$ cat config.mk
export PLATFORM = sky130hd
export DESIGN_NAME = ascii_load_buffer
export DESIGN_NICKNAME = d
export VERILOG_FILES = /design/src/rtl/ascii_load_buffer.sv
export SDC_FILE = /design/constraint.sdc
export NUM_CORES = 2
export LEC_CHECK = 0
export BUFFER_PORTS_ARGS = -buffer_cell sky130_fd_sc_hd__buf_2
export CORE_MARGIN = 5
export CORE_UTILIZATION = 25
export CTS_BUF_LIST = sky130_fd_sc_hd__clkbuf_8
export DETAILED_ROUTE_END_ITERATION = 8
export HOLD_SLACK_MARGIN = 0.02
export PLACE_DENSITY = 0.38
export SLEW_MARGIN = 15
export SYNTH_ARGS = -nofsm -noshare
export SYNTH_HDL_FRONTEND = slang
export SYNTH_SLANG_ARGS = --single-unit
export TNS_END_PERCENT = 50
$ cat constraint.sdc
create_clock -name clk -period 17.7 [get_ports clk]
set_input_delay 2.655 -clock clk [delete_from_list [all_inputs] [get_ports clk]]
set_output_delay 2.655 -clock clk [all_outputs]
set_load 0.02 [all_outputs]
$ cat src/rtl/ascii_load_buffer.sv
// ascii_load_buffer: buffers an ioctl "Load Ascii" stream, normalises line
// endings and hands bytes to the serial receive path one at a time.
// Delivery is paced: after each acked byte there is an idle gap. The gap is
// longer after a CR so BASIC or the monitor has time to process the line.
module ascii_load_buffer #(
    parameter int          AW       = 9,
    parameter logic [7:0]  INDEX    = 8'd1,
    parameter logic [23:0] CHAR_GAP = 24'd4800,
    parameter logic [23:0] LINE_GAP = 24'd960000
) (
    input  logic       clk,
    input  logic       reset,
    input  logic       ioctl_download,
    input  logic       ioctl_wr,
    input  logic [7:0] ioctl_index,
    input  logic [7:0] ioctl_dout,
    output logic       ioctl_wait,
    output logic [7:0] rx_data,
    output logic       rx_valid,
    input  logic       rx_ack,
    output logic       busy,
    output logic       overflow
);
    localparam int          DEPTH    = 1 << AW;
    localparam logic [AW:0] FULL_CNT = {1'b1, {AW{1'b0}}};
    // Two slots of headroom absorb the one write hps_io may issue after wait rises.
    localparam logic [AW:0] WAIT_CNT = FULL_CNT - (AW+1)'(2);

    localparam logic [1:0] ST_IDLE    = 2'd0;
    localparam logic [1:0] ST_PRESENT = 2'd1;
    localparam logic [1:0] ST_GAP     = 2'd2;

    logic [7:0]    mem [0:DEPTH-1];
    logic [AW-1:0] wr_ptr_q, wr_ptr_d, rd_ptr_q, rd_ptr_d;
    logic [AW:0]   count_q, count_d;
    logic          last_cr_q, last_cr_d;
    logic          dl_q;
    logic          wait_q, wait_d;
    logic          busy_q, busy_d;
    logic          overflow_q, overflow_d;
    logic [1:0]    state_q, state_d;
    logic          rx_valid_q, rx_valid_d;
    logic [7:0]    rx_data_q;
    logic [23:0]   gap_q, gap_d;

    logic       wr_acc, dl_rise, dl_mine, last_cr_base;
    logic       store, push, pop, load, full;
    logic [7:0] store_byte;

    assign wr_acc  = ioctl_download & ioctl_wr & (ioctl_index == INDEX);
    assign dl_rise = ioctl_download & ~dl_q;
    assign dl_mine = ioctl_download & (ioctl_index == INDEX);
    assign full    = (count_q == FULL_CNT);

    // Line-ending filter: CRLF -> CR, lone LF -> CR, NUL and ^Z dropped.
    always_comb begin
        last_cr_base = dl_rise ? 1'b0 : last_cr_q;
        last_cr_d    = last_cr_base;
        store        = 1'b0;
        store_byte   = ioctl_dout;
        if (wr_acc) begin
            case (ioctl_dout)
                8'h0D: begin
                    store     = 1'b1;
                    last_cr_d = 1'b1;
                end
                8'h0A: begin
                    last_cr_d = 1'b0;
                    if (!last_cr_base) begin
                        store      = 1'b1;
                        store_byte = 8'h0D;
                    end
                end
                8'h00, 8'h1A: begin
                    store = 1'b0;
                end
                default: begin
                    store     = 1'b1;
                    last_cr_d = 1'b0;
                end
            endcase
        end
    end

    // Output handshake and pacing FSM.
    always_comb begin
        state_d    = state_q;
        rx_valid_d = rx_valid_q;
        gap_d      = gap_q;
        pop        = 1'b0;
        load       = 1'b0;
        case (state_q)
            ST_IDLE: begin
                if (count_q != '0) begin
                    load       = 1'b1;
                    rx_valid_d = 1'b1;
                    state_d    = ST_PRESENT;
                end
            end
            ST_PRESENT: begin
                if (rx_ack) begin
                    pop        = 1'b1;
                    rx_valid_d = 1'b0;
                    gap_d      = (rx_data_q == 8'h0D) ? LINE_GAP : CHAR_GAP;
                    state_d    = ST_GAP;
                end
            end
            ST_GAP: begin
                if (gap_q == 24'd0) state_d = ST_IDLE;
                else                gap_d   = gap_q - 24'd1;
            end
            default: state_d = ST_IDLE;
        endcase
    end

    // FIFO bookkeeping, backpressure and status flags.
    always_comb begin
        push       = store & ~full;
        overflow_d = overflow_q | (store & full);
        wr_ptr_d   = push ? wr_ptr_q + AW'(1) : wr_ptr_q;
        rd_ptr_d   = pop  ? rd_ptr_q + AW'(1) : rd_ptr_q;
        count_d    = count_q + (AW+1)'(push) - (AW+1)'(pop);
        wait_d     = (count_d >= WAIT_CNT);
        busy_d     = dl_mine | (count_d != '0) | (state_d != ST_IDLE);
    end

    // State registers with synchronous reset.
    always_ff @(posedge clk) begin
        if (reset) begin
            wr_ptr_q   <= '0;
            rd_ptr_q   <= '0;
            count_q    <= '0;
            last_cr_q  <= 1'b0;
            dl_q       <= 1'b0;
            wait_q     <= 1'b0;
            busy_q     <= 1'b0;
            overflow_q <= 1'b0;
            state_q    <= ST_IDLE;
            rx_valid_q <= 1'b0;
            gap_q      <= '0;
        end else begin
            wr_ptr_q   <= wr_ptr_d;
            rd_ptr_q   <= rd_ptr_d;
            count_q    <= count_d;
            last_cr_q  <= last_cr_d;
            dl_q       <= ioctl_download;
            wait_q     <= wait_d;
            busy_q     <= busy_d;
            overflow_q <= overflow_d;
            state_q    <= state_d;
            rx_valid_q <= rx_valid_d;
            gap_q      <= gap_d;
        end
    end

    // FIFO storage write port.
    always_ff @(posedge clk) begin
        if (push) mem[wr_ptr_q] <= store_byte;
    end

    // Registered read of the FIFO head into the presented byte.
    always_ff @(posedge clk) begin
        if (reset)     rx_data_q <= 8'h00;
        else if (load) rx_data_q <= mem[rd_ptr_q];
    end

    assign ioctl_wait = wait_q;
    assign rx_data    = rx_data_q;
    assign rx_valid   = rx_valid_q;
    assign busy       = busy_q;
    assign overflow   = overflow_q;
endmodule

==> key figures <==
Die
  • Die Wd: 817 µm
  • Core ar.: 0.650 mm²
  • Initial Util: 0.251
  • Ports: 33
  • Die area: 0.668 mm²
  • Die Span Y: 817 µm
  • FP Rows: 296

Critical path
  • Crit end category: flop
  • Slowest cell on the critical path: buf_4
  • Critical path startpoint: ioctl_dout[5]
  • FF-to-FF Start: rd_ptr_q[0]
  • Critical Path RT: 18.60 ns
  • Critical Path Max Stage Delay: 0.78 ns
  • Worst Path Class, Setup: in2reg
  • Crit-path cells: buf_8 > or3_1 > or3b_2 > nor4_1 > or2_4 > buf_4 > buf_4 > buf_4
  • CP most frequent cell: buf_4
  • Worst Path Arrival: ~7.6 ns
  • CP max FO: 95
  • Startpoint class of the critical path: primary input

Synthesis
  • Distinct cells, synth: 91
  • Synth top area cells: edfxtp_1 (75%), mux4_2 (14%), mux2i_1 (1.8%)
  • Post-synthesis sequential area ratio: 0.763
  • Number of synthesized flops with an enable pin: 4,096
  • Area leader, netlist: edfxtp_1
  • Syn_nets: ~7,700
  • Top-count cell post-synth: edfxtp_1
  • Synth Cell Area: 0.163 mm²
  • Avg Cell Area, Syn: 21.2 µm²
  • Mapped Cells: 7,692
  • Ys async rst share: 0
  • Yosys warns: 0
  • Synth top area share: 0.755
  • Synthesis-stage register bit count: 4,164
  • Top FF cell, synth: edfxtp_1
  • Commonest cells in the netlist: edfxtp_1 (4,096), mux4_2 (1,000), nor2_1 (638), mux2i_1 (289), nand2_1 (224)

STA
  • Final Hold Viols: 0
  • Slew headroom: 0.157
  • Setup violations, final: 0
  • RSZ-0062 raised after global routing: false
  • Final Slew Violations: 0
  • F_max: 149 MHz
  • Min Tclk post-route: about 6.7 ns
  • Final critical-path share of the clock period: 0.379
  • Setup Total Neg Slack: 0 ns
  • Clk_skew: 0.0788 ns
  • Worst-margin pin slew: 1.25 ns
  • Worst hold slack: 0.459 ns

Clocking
  • Clk root buf: clkbuf_8
  • Post-CTS setup buffers: 0
  • Hold buffer count at cts: 0
  • Clk sink count: 4,164
  • CTS tree: done
  • Post-CTS Resized: 0
  • TritonCTS buffer count: 700
  • # H-tree levels: 6
  • Clock-pin transition on the worst setup and hold timing paths: 0.06 ns
  • Clock tree buffer depth: 4
  • Clock latency on the worst-skew pair: 1.29 ns

Pwr
  • Worst VDD drop: between 0.07 and 0.08 mV
  • Comb pwr share: 0.098
  • Pint: approximately 16 mW
  • Clk pwr share: 0.392
  • Sequential share of power: 0.510
  • Switch Pwr: approximately 5.4 mW
  • LEAKAGE: roughly 56 nW
  • Power Density: 115 mW/mm²
  • Total chip power: 21.4 mW
  • Switch share: 0.253

GRT
  • GRT Resource Usage Total: 0.160
  • Congestion Overflow GR: 0
  • Number of global-route vias before repair: 86,067
  • Largest net degree at the start of global routing: between 150 and 200
  • Initial antenna violation count: 61
  • First-pass GRT wire length: 751,000 µm

Route
  • DRT Wirelength: roughly 550,000 µm
  • DRT antenna net count: 0
  • Drt wl/cell: 31.6 µm
  • Pre-antenna DRT Iters: 6
  • Vias per inst: about 4.7
  • DRC errors left: 0
  • Starting DRT DRC Count: just over 8,000
  • Via count: 82,192

Hold path
  • Hold Crit Class: reg2reg
  • Hold Crit Start: rx_valid

Placement
  • Placed instance area: 0.173 mm²
  • I/O Buffers: 32
  • DP Wirelength: 330,000 µm
  • GP Congestion: 0.802

Status
  • Status: completed

Cells and area
  • Layout cells sized above 1: 0.259
  • Layout Cell Area excl Fill: 0.187 mm²
  • Layout overhead on the synthesized area: 14.5%
  • Final net count: just over 8,000

Job
  • Max-Cap Viols: 0
-- sequential cells by signal (all words and copies together) (netlist names), 2 cells and up --
signal / cells
mem: 4096
gap_q: 24
count_q: 10
rd_ptr_q: 9
wr_ptr_q: 9
rx_data: 8
state_q: 2
-- final timing paths --
path	end	slack [ns]	depth (start not counted)
min	rx_valid	0.46	2
min reg2reg	rx_valid	0.46	2
max	mem[260][2]	11.00	8
max reg2reg	rx_data[4]	11.24	11
-- cell families (layout without fill, tap and decap cells) --
kind of cell               after synthesis  in the layout  share of synthesized area
DFF                                   4164           4164                      0.763
muxes                                 1331           1331                      0.162
and+or+nand+nor                       1058           1058                     0.0273
AOI/OAI and AO/OA                      574            574                     0.0245
buffers and inverters                  510           1569                     0.0201
xor gates and xnor gates                32             32                    0.00172
adders and majority gates               23             23                    0.00181
other                                    0             17                          0
-- critical path, delay by kind of cell --
| family | cells | cell delay, ns |
|---|---|---|
| buf+inv | 4 | 2.43 |
| simple gates | 4 | 2.23 |
-- power groups by stage --
stage               combinational (mW)  sequential (mW)  clock (mW)
CTS                               2.14             10.9        8.64
floorplan                         1.52             11.2           0
global placement                  2.14             11.1           0
detailed placement                2.14             11.1           0
global route                      2.23             10.9        9.08
finish                            2.09             10.9        8.38
-- through the flow --
step	worst slack [ns]	instances	util
floorplan	5.61	7692	-
global placement	9.50	16121	0.266
detailed placement	9.52	16121	0.267
CTS	10.98	17393	0.287
global route	10.84	17398	0.287
finish	11.00	17410	0.287
-- layout make-up --
cell class | count | area [µm²]
Fill cell | 63569 | 463000
Sequential cell | 4164 | 124000
Clock inverter | 568 | 3610
Tap cell | 8642 | 10800
Timing Repair Buffer | 263 | 2210
Clock buffer | 704 | 9690
Multi-Input combinational cell | 3018 | 35700
Antenna cell | 17 | 42.5
Inverter | 34 | 145
-- cell usage in the layout (no fill, tap or decap), drive strengths merged, types with 9 or more instances in the layout --
cell type	n
nor4	16
nor3	41
a2111oi	19
nand3	37
mux2	12
dfxtp	68
mux2i	289
a221oi	43
nand2	225
a31oi	20
xnor2	22
edfxtp	4096
a22oi	77
ha	22
buf	263
a21oi	125
o31ai	9
xor2	10
o21ai	85
bufinv	34
o22ai	37
a211oi	22
clkbuf	704
nor2b	19
clkinvlp	13
o221ai	49
mux4	1030
nor2	638
o2111ai	9
diode	17
clkinv	298
or3	13
o211ai	9
inv	257
-- layer usage --
metal / global-route usage / vias up / wire length [µm]
li1: - / 33199 / -
met1: 0.223 / 45135 / 243000
met2: 0.257 / 3062 / 257000
met3: 0.0282 / 788 / 32600
met4: 0.0468 / 8 / 17100
met5: 0 / - / 53
Note: power is estimated with default switching activity, not from simulation.
